[config.mk]
export PLATFORM = sky130hd
export DESIGN_NAME = ttc_stream_tx
export DESIGN_NICKNAME = d
export VERILOG_FILES = /design/src/rtl/ttc_stream_tx.sv
export SDC_FILE = /design/constraint.sdc
export NUM_CORES = 1
export LEC_CHECK = 0
export ABC_AREA = 1
export CORE_MARGIN = 3
export CORE_UTILIZATION = 60
export CTS_CLUSTER_DIAMETER = 80
export DETAILED_ROUTE_END_ITERATION = 10
export PLACE_DENSITY = 0.9
export SYNTH_ARGS = -nofsm -noshare
export SYNTH_HDL_FRONTEND = slang
export SYNTH_SLANG_ARGS = --single-unit
[constraint.sdc]
create_clock -name clk640 -period 3.5 [get_ports clk640]
set_input_delay 0.875 -clock clk640 [delete_from_list [all_inputs] [get_ports clk640]]
set_output_delay 0.875 -clock clk640 [all_outputs]
set_load 0.01 [all_outputs]
[src/rtl/ttc_stream_tx.sv]
// rtl/ttc_stream_tx.sv - emulated TTC serial transmitter: command FIFO, sync insertion, UI stretch/shrink injection
module ttc_stream_tx #(
    parameter logic [15:0] SYNC_WORD     = 16'h817E,
    parameter int          SYNC_INTERVAL = 32,
    parameter int          FIFO_DEPTH    = 8,
    parameter int          UI_CYCLES     = 4
) (
    input  logic                          clk640,
    input  logic                          rst,
    input  logic                          wr_en,
    input  logic [15:0]                   wr_data,
    output logic                          fifo_full,
    output logic [$clog2(FIFO_DEPTH):0]   fifo_level,
    output logic                          overflow,
    input  logic                          stretch_req,
    input  logic                          shrink_req,
    output logic                          dataout,
    output logic                          frame_start,
    output logic                          frame_is_sync
);

    localparam int AW = $clog2(FIFO_DEPTH);
    localparam int LW = AW + 1;
    localparam logic [4:0] UI_NOM   = 5'(UI_CYCLES);
    localparam logic [4:0] UI_LONG  = 5'(UI_CYCLES + 1);
    localparam logic [4:0] UI_SHORT = 5'(UI_CYCLES - 1);
    localparam logic [7:0] GAP_MAX  = 8'(SYNC_INTERVAL);
    localparam logic [LW-1:0] LVL_FULL = LW'(FIFO_DEPTH);

    logic [15:0]   mem_q [FIFO_DEPTH];
    logic [AW-1:0] wr_ptr_q, wr_ptr_d, rd_ptr_q, rd_ptr_d;
    logic [LW-1:0] level_q, level_d;
    logic          full_q, full_d, overflow_q, overflow_d;
    logic [15:0]   shreg_q, shreg_d;
    logic [4:0]    ui_cnt_q, ui_cnt_d, ui_len_q, ui_len_d;
    logic [3:0]    bit_cnt_q, bit_cnt_d;
    logic [7:0]    sync_gap_q, sync_gap_d;
    logic          arm_q, arm_d, run_q, run_d;
    logic          pend_q, pend_d, pend_shrink_q, pend_shrink_d;
    logic          load_q, load_d, load_sync_q, load_sync_d;
    logic          dataout_q, dataout_d, frame_start_q, frame_start_d;
    logic          frame_is_sync_q, frame_is_sync_d;

    logic push, pop, load, shift, bit_end, send_sync, eff_pend, eff_shrink;

    always_comb begin
        wr_ptr_d        = wr_ptr_q;
        rd_ptr_d        = rd_ptr_q;
        level_d         = level_q;
        full_d          = full_q;
        overflow_d      = overflow_q;
        shreg_d         = shreg_q;
        ui_cnt_d        = ui_cnt_q;
        ui_len_d        = ui_len_q;
        bit_cnt_d       = bit_cnt_q;
        sync_gap_d      = sync_gap_q;
        arm_d           = 1'b1;
        run_d           = run_q;
        pend_d          = pend_q;
        pend_shrink_d   = pend_shrink_q;
        pop             = 1'b0;
        send_sync       = 1'b0;

        // full_q is the registered state, so a write in the pop cycle of a full FIFO is still dropped
        push       = wr_en && !full_q;
        overflow_d = overflow_q || (wr_en && full_q);

        bit_end = run_q && (ui_cnt_q == ui_len_q - 5'd1);
        load    = (arm_q && !run_q) || (bit_end && (bit_cnt_q == 4'd0));
        shift   = bit_end && (bit_cnt_q != 4'd0);

        if (load) begin
            run_d     = 1'b1;
            bit_cnt_d = 4'd15;
            if (sync_gap_q == GAP_MAX || level_q == '0) begin
                send_sync  = 1'b1;
                shreg_d    = SYNC_WORD;
                sync_gap_d = 8'd0;
            end else begin
                pop        = 1'b1;
                shreg_d    = mem_q[rd_ptr_q];
                sync_gap_d = sync_gap_q + 8'd1;
            end
        end else if (shift) begin
            shreg_d   = {shreg_q[14:0], 1'b0};
            bit_cnt_d = bit_cnt_q - 4'd1;
        end

        if (load || shift) begin
            ui_cnt_d = 5'd0;
        end else if (run_q) begin
            ui_cnt_d = ui_cnt_q + 5'd1;
        end

        // A fresh request in a bit's last cycle is folded in so it lands on the very next bit
        eff_pend   = pend_q || (stretch_req ^ shrink_req);
        eff_shrink = pend_q ? pend_shrink_q : shrink_req;
        if (load || shift) begin
            ui_len_d = eff_pend ? (eff_shrink ? UI_SHORT : UI_LONG) : UI_NOM;
            pend_d   = 1'b0;
        end else begin
            pend_d        = eff_pend;
            pend_shrink_d = eff_shrink;
        end

        if (push) wr_ptr_d = wr_ptr_q + AW'(1);
        if (pop)  rd_ptr_d = rd_ptr_q + AW'(1);
        level_d = level_q + LW'(push) - LW'(pop);
        full_d  = (level_d == LVL_FULL);

        load_d          = load;
        load_sync_d     = load && send_sync;
        dataout_d       = shreg_q[15];
        frame_start_d   = load_q;
        frame_is_sync_d = load_q && load_sync_q;
    end

    always_ff @(posedge clk640 or posedge rst) begin
        if (rst) begin
            wr_ptr_q        <= '0;
            rd_ptr_q        <= '0;
            level_q         <= '0;
            full_q          <= 1'b0;
            overflow_q      <= 1'b0;
            shreg_q         <= 16'd0;
            ui_cnt_q        <= 5'd0;
            ui_len_q        <= 5'd0;
            bit_cnt_q       <= 4'd0;
            sync_gap_q      <= 8'd0;
            arm_q           <= 1'b0;
            run_q           <= 1'b0;
            pend_q          <= 1'b0;
            pend_shrink_q   <= 1'b0;
            load_q          <= 1'b0;
            load_sync_q     <= 1'b0;
            dataout_q       <= 1'b0;
            frame_start_q   <= 1'b0;
            frame_is_sync_q <= 1'b0;
        end else begin
            wr_ptr_q        <= wr_ptr_d;
            rd_ptr_q        <= rd_ptr_d;
            level_q         <= level_d;
            full_q          <= full_d;
            overflow_q      <= overflow_d;
            shreg_q         <= shreg_d;
            ui_cnt_q        <= ui_cnt_d;
            ui_len_q        <= ui_len_d;
            bit_cnt_q       <= bit_cnt_d;
            sync_gap_q      <= sync_gap_d;
            arm_q           <= arm_d;
            run_q           <= run_d;
            pend_q          <= pend_d;
            pend_shrink_q   <= pend_shrink_d;
            load_q          <= load_d;
            load_sync_q     <= load_sync_d;
            dataout_q       <= dataout_d;
            frame_start_q   <= frame_start_d;
            frame_is_sync_q <= frame_is_sync_d;
        end
    end

    always_ff @(posedge clk640) begin
        if (push) mem_q[wr_ptr_q] <= wr_data;
    end

    assign fifo_full     = full_q;
    assign fifo_level    = level_q;
    assign overflow      = overflow_q;
    assign dataout       = dataout_q;
    assign frame_start   = frame_start_q;
    assign frame_is_sync = frame_is_sync_q;

endmodule

==> results of run 1 <==
-- per-stage QoR --
stage / util (%) / cells / hold WS, ns / total power [W]
6_report: 70.3 / 999 / 0.385 / 0.00750
5_1_grt: 70.3 / 999 / 0.395 / 0.00801
3_3_place_gp: 66.3 / 969 / 0.357 / 0.00560
4_1_cts: 70.3 / 999 / 0.395 / 0.00751
3_5_place_dp: 66.3 / 969 / 0.381 / 0.00574
2_1_floorplan: - / 785 / 0.354 / 0.00509
-- worst max-delay path, stage by stage, from the launching register on --
cell     delay (ns)
dfrtp_1        0.34
inv_1          0.09
ha_1           0.21
ha_1           0.28
or2_2          0.27
nand3_1        0.08
nor2_2         0.06
nand3_1        0.15
nand2_4        0.08
nand2_4        0.11
inv_1          0.08
ha_1           0.27
inv_1          0.05
ha_1           0.16
inv_1          0.07
fa_1           0.49
inv_1          0.06
nor4_1         0.27
-- layout by cell type, fill, tap and decap left out, types with 2 or more instances in the layout --
cell and n:
edfxtp_1 128, a21oi_1 10, and2_0 7, clkbuf_16 17, clkinv_1 4, inv_2 4
clkdlybuf4s50_1 29, clkinv_2 4, dfrtp_1 56, o21ai_0 44, xnor2_1 2, nand2_8 2
nand4_1 2, clkinvlp_4 2, nand3_1 68, nand2_2 3, xor2_1 9, o21ai_2 2
inv_6 2, nand2_4 4, nand2_1 215, a21boi_0 7, nor2_1 108, ha_1 13
inv_1 44, buf_4 13, nand3b_1 3, or2_2 4, inv_8 2, clkinv_4 2
nor3_1 2
-- final cells by class --
type	instances	area, um2
flip-flops and latches	185	5270
multi-input cells	517	2480
well taps	172	215
fillers	879	3840
clock buffers	18	429
repair buffers	43	408
inverters	52	195
clock inverters	12	92.6
-- power breakdown --
group | internal [W] | switching [W] | leakage [nW]
combinational | 0.000924 | 0.00179 | 1.64
clock | 0.000909 | 0.000824 | 0.256
sequential | 0.00282 | 0.000237 | 1.86
total | 0.00465 | 0.00285 | 3.76
-- cells by family (layout without fill, tap and decap cells) --
| family | after synthesis | in the layout | share of synthesized area [%] |
|---|---|---|---|
| simple gates | 423 | 423 | 22.2 |
| flops | 185 | 185 | 64.8 |
| buf+inv | 83 | 125 | 4.71 |
| compound gates | 68 | 68 | 4.79 |
| fa+ha+maj | 14 | 14 | 2.25 |
| xor+xnor | 11 | 11 | 1.19 |
| other cells | 1 | 1 | 0.0461 |
-- path summary, 6_finish.rpt --
kind                               startpoint             to  slack, ns  cells past startpoint
worst max-delay path              ui_len_q[0]      fifo_full       0.27                     17
worst min-delay path            frame_start_d    frame_start       0.39                      0
worst max register to register    ui_len_q[0]      fifo_full       0.27                     17
worst min register to register  frame_start_d    frame_start       0.39                      0
max in group asynchronous                 rst    rd_ptr_q[0]       2.42                      3
min in group asynchronous                 rst  sync_gap_q[3]       0.82                      3
-- routing by layer --
metal	vias up	routed length, um	global-route usage [%]
li1	2648	-	-
met1	2630	6520	29.9
met2	244	8330	39.9
met3	46	1260	6.22
met4	0	417	10.6
met5	-	0	0
-- flip-flops by register name (all words and copies together), names as in the netlist, 3 cells and up --
signal      cells
bit_cnt_q       4
mem_q         128
sync_gap_q      8
shreg_q        16
ui_cnt_q        5
rd_ptr_q        3
wr_ptr_q        3
ui_len_q        3
fifo_level      4
-- repair_timing --
action | in CTS | in global routing
endpoints found under the setup margin | 0 | 1
hold buffers | 0 | 0
resized for setup | 0 | 1
==> summary.txt, run 1 <==
synthesis-to-layout area growth = 11.8%
Peak Freq = 310 MHz
cell count after synthesis = 785
largest area contributor in the netlist = edfxtp_1
drt first pass iters = 6
Synth Warn # = 0
P_leak = 3.76 nW
nature of the critical path startpoint = register
gr usage total = 24.0%
Async SR Flop Fraction = 30.8%
Setup Viol. Count Final = 0
Synth Cell Area = 0.00813 mm2
gr ovfl total = 0
drt wl/cell = 16.5 um
#FFs+latches synth = 185
number of max-cap violations = 0
Final Skew = 0.0127 ns
Slew HR = 23.7%
worst-path maximum fanout = 8
pre-CTS setup slack = 0.246 ns
global placer's final weighted congestion = 0.797
clock root cell = clkbuf_16
PwrDens = 825 mW/mm2
insertion delay to the later sink of the worst-skew pair = 0.44 ns
# IOs = 30
Post-synth EDFFs = 128
worst slew pin tran = 1.14 ns
Worst Setup Path Type = reg2reg
post-synthesis sequential area ratio = 64.8%
largest net degree at the start of global routing = 67
layout net count = 851
# Post-CTS Setup Buffers = 0
Worst Setup End Kind = register
Core Footprint = 0.0129 mm2
vias in the first global route = 5592
fin. max-slew vios = 0
post-synth top area share = 47.3%
final worst slack = 0.273 ns
vias per inst = 5.57
detailed-route via count = 5568
CP required = 3.83 ns
syn nets = 820
DP Area = 0.00857 mm2
worst-case clock buffer depth = 2
antenna-violating nets left = 0
Die W = 122 um
DRC errors left = 0
Netlist cell types = 40
clk sinks = 185
Die Area = 0.0150 mm2
die height = 122 um
Tmin final = 3.23 ns
status = finished, final reports clean
ant diodes = 0
Post-Route WL = 16500 um
final instance area = 0.00909 mm2
initial antenna violation count = 0
hold crit path type = reg2reg
average cell area after synthesis = 10.4 um2
TritonCTS clock tree = built
Hold Fails Final Rpt = 0
Worst-path clk slew = 0.07 ns
worst IR drop on VDD = 0.567 mV
RSZ-0062 raised after global routing = no
dpl hpwl = 9200 um
H-Tree Depth = 4
Tcrit/Tclk final = 92.2%
# port buffers = 29
largest cells by area after synthesis = edfxtp_1 (47%), dfrtp_1 (18%), nand2_1 (9.9%)
leading cell types by count after synthesis = nand2_1 (215), edfxtp_1 (128), nor2_1 (109)
count leader, synth = nand2_1
Top FF cell, synth = edfxtp_1
layout cell share with drive strength beyond 1 = 7.98%
starting density of the core = 62.9%
initial detailed-routing violation count = 600
TNS Setup = 0 ns
Arrival @ worst endpoint = 3.56 ns
cell row count = 41
CTS buffer count = 17
global-route wire length before repair = 27100 um
Note: power is estimated with default switching activity, not from simulation.
==> run 2: changes to the inputs <==
--- a/config.mk
+++ b/config.mk
@@ -11,4 +11,5 @@
 export CTS_CLUSTER_DIAMETER = 80
 export DETAILED_ROUTE_END_ITERATION = 10
+export GPL_ROUTABILITY_DRIVEN = 0
 export PLACE_DENSITY = 0.9
 export SYNTH_ARGS = -nofsm -noshare
==> constraint.sdc (replaced) <==
create_clock -name clk640 -period 2.99 [get_ports clk640]
set_input_delay 0.7475 -clock clk640 [delete_from_list [all_inputs] [get_ports clk640]]
set_output_delay 0.7475 -clock clk640 [all_outputs]
set_load 0.02 [all_outputs]
==> run 2 against run 1 <==
Count of clock-buffer cells in the layout is 1 higher. Hold slack got worse by 0.0089 ns. Power grew 23%. First-iteration DRC count increased by 13%. Cell area up 2.4%. Critical path type unchanged. Critical endpoint unchanged. Largest power group unchanged.
==> summary.txt, run 2 (synthesis gave the netlist of run 1 again) <==
status = finished, final reports clean
Worst Setup End Kind = register
worst-case clock buffer depth = 2 (unchanged)
met3 Resource Use GR = 6.68% (+0.46 points)
antenna-violating nets left = 0 (unchanged)
TritonCTS clock tree = built
Die W = 122 um (unchanged)
vias per inst = 5.54 (-0.55%)
Worst-path clk slew = 0.07 ns (about the same)
hold crit path type = reg2reg
Die Area = 0.0150 mm2 (unchanged)
gr ovfl total = 0 (unchanged)
Slew HR = 51.1% (+27 points)
most frequent cells in the layout = nand2_1 (215), edfxtp_1 (128), nor2_1 (108)
total power = 0.00923 W (+23%)
worst hold slack = 0.376 ns (-0.00894 ns)
nature of the critical path startpoint = register
# IOs = 30 (unchanged)
vias in the first global route = 5449 (-2.6%)
P_leak = 3.84 nW (+2.2%)
Arrival @ worst endpoint = 3.22 ns (-0.34 ns)
Post-Route WL = 16700 um (+0.76%)
die height = 122 um (unchanged)
layout net count = 861 (+1.2%)
global-route wire length before repair = 26900 um (-0.71%)
family with the most delay on the worst path = adder cells
worst path cell trace = inv_2 -> ha_4 -> ha_4 -> or2_4 -> nand3_4 -> nor2_4 -> nand3_2 -> nand2_4 -> nand2_4 -> inv_2 -> ha_1 -> inv_1 -> ha_2 -> inv_1 -> fa_1 -> inv_1 -> nor4_1
clk sinks = 185 (unchanged)
initial antenna violation count = 0 (unchanged)
Tmin final = 2.88 ns (-0.350 ns)
H-Tree Depth = 4 (unchanged)
Peak Freq = 348 MHz (+12%)
clock root cell = clkbuf_16
detailed-route via count = 5593 (+0.45%)
most used routing layer = met2
ant diodes = 0 (unchanged)
Setup Viol. Count Final = 0 (unchanged)
grt met2 use = 39.6% (-0.31 points)
max FFs per register = 128 (unchanged)
synthesis-to-layout area growth = 14.5%
DRC errors left = 0 (unchanged)
gr usage total = 23.9% (-0.088 points)
drt wl/cell = 16.5 um (-0.24%)
CP dominant cell by count = inv_1
CP max stage cell = fa_1
reg2reg setup slack = 0.11 ns (-0.16 ns)
starting density of the core = 62.9% (unchanged)
insertion delay to the later sink of the worst-skew pair = 0.44 ns (about the same)
Buffers & Inverters on Critical Path = 5 (unchanged)
cell row count = 41 (unchanged)
biggest regs = mem_q x128, shreg_q x16, sync_gap_q x8
worst IR drop on VDD = 0.585 mV (+3.1%)
layout cell share with drive strength beyond 1 = 9.92% (+1.9 points)
CP max stage delay = 0.48 ns (about the same)
Final Skew = 0.00709 ns (-0.00561 ns)
fin. max-slew vios = 0 (unchanged)
worst slew pin tran = 0.732 ns (-0.412 ns)
Top reg by flops = mem_q
CP required = 3.33 ns (-0.50 ns)
commonest non-fill, non-tap cell in the layout = nand2_1
CTS buffer count = 17 (unchanged)
Core Footprint = 0.0129 mm2 (unchanged)
area of the multi-input gates = 0.00253 mm2 (+2.1%)
dpl hpwl = 9340 um (+1.5%)
number of max-cap violations = 0 (unchanged)
fill cell count = 836 (-4.9%)
Hold Fails Final Rpt = 0 (unchanged)
PwrDens = 992 mW/mm2 (+20%)
drt first pass iters = 5 (-1)
largest net degree at the start of global routing = 67 (unchanged)
initial detailed-routing violation count = 676 (+13%)
# port buffers = 29 (unchanged)
CTS Hold Bufs = 0 (unchanged)
Tcrit/Tclk final = 96.2% (+4.0 points)
Worst Setup Path Type = reg2reg
GR Layer Usage met1 = 30.3% (+0.39 points)
FF/Latch Area = 0.00527 mm2 (unchanged)
worst-path maximum fanout = 3 (-5)
==> run 2: final cells by class <==
cell class,instances,area share (%)
multi-input combinational,517,27.2
tap,172,2.31
clock inverter,11,1.49
clock buffer,19,4.65
inverter,52,2.10
timing repair buffer,53,5.59
sequential,185,56.6
==> run 2: worst paths after layout <==
path,start,to,cells after the start
max,ui_len_q[1],fifo_full,17
min,frame_start_d,frame_start,0
max reg2reg,ui_len_q[1],fifo_full,17
min reg2reg,frame_start_d,frame_start,0
max in group asynchronous,rst,shreg_q[10],3
min in group asynchronous,rst,shreg_q[4],2
==> run 2: power breakdown <==
part | internal (W) | switching [W] | total, W
Sequential | 0.00330 | 0.000281 | 0.00358
Combinational | 0.00123 | 0.00221 | 0.00344
Clock | 0.00124 | 0.000968 | 0.00221
==> run 2: metrics by stage <==
| stage | std cells | setup TNS [ns] | cell area, um2 | util, % | worst slack (ns) |
|---|---|---|---|---|---|
| 2_1_floorplan | 785 | 0 | 8130 | - | 0.0396 |
| 6_report | 1009 | 0 | 9310 | 72.0 | 0.113 |
| 4_1_cts | 1008 | 0 | 9250 | 71.6 | 0.000452 |
| 3_3_place_gp | 976 | 0 | 8660 | 67.0 | 0.0723 |
| 3_5_place_dp | 976 | -0.0948 | 8660 | 67.0 | -0.0948 |
| 5_1_grt | 1009 | -0.0152 | 9310 | 72.0 | -0.0152 |
==> run 2: timing repair <==
action	4_1_cts	5_1_grt
setup buffers	2	1
resized for setup	4	9
pin swaps	3	4
endpoints found under the setup margin	1	1
==> run 2: metal layers <==
layer	wire [um]	part of all wire, %	vias up
met1	6510	39	2654
li1	-	-	2671
met3	1180	7.1	41
met2	8560	51	227
met5	0	0	-
met4	402	2.4	0
==> run 3: changes to the inputs <==
- CTS_CLUSTER_DIAMETER: 80 -> not set
==> results of run 3 <==
No change in the layout: final DEF, timing and power equal those of run 2.
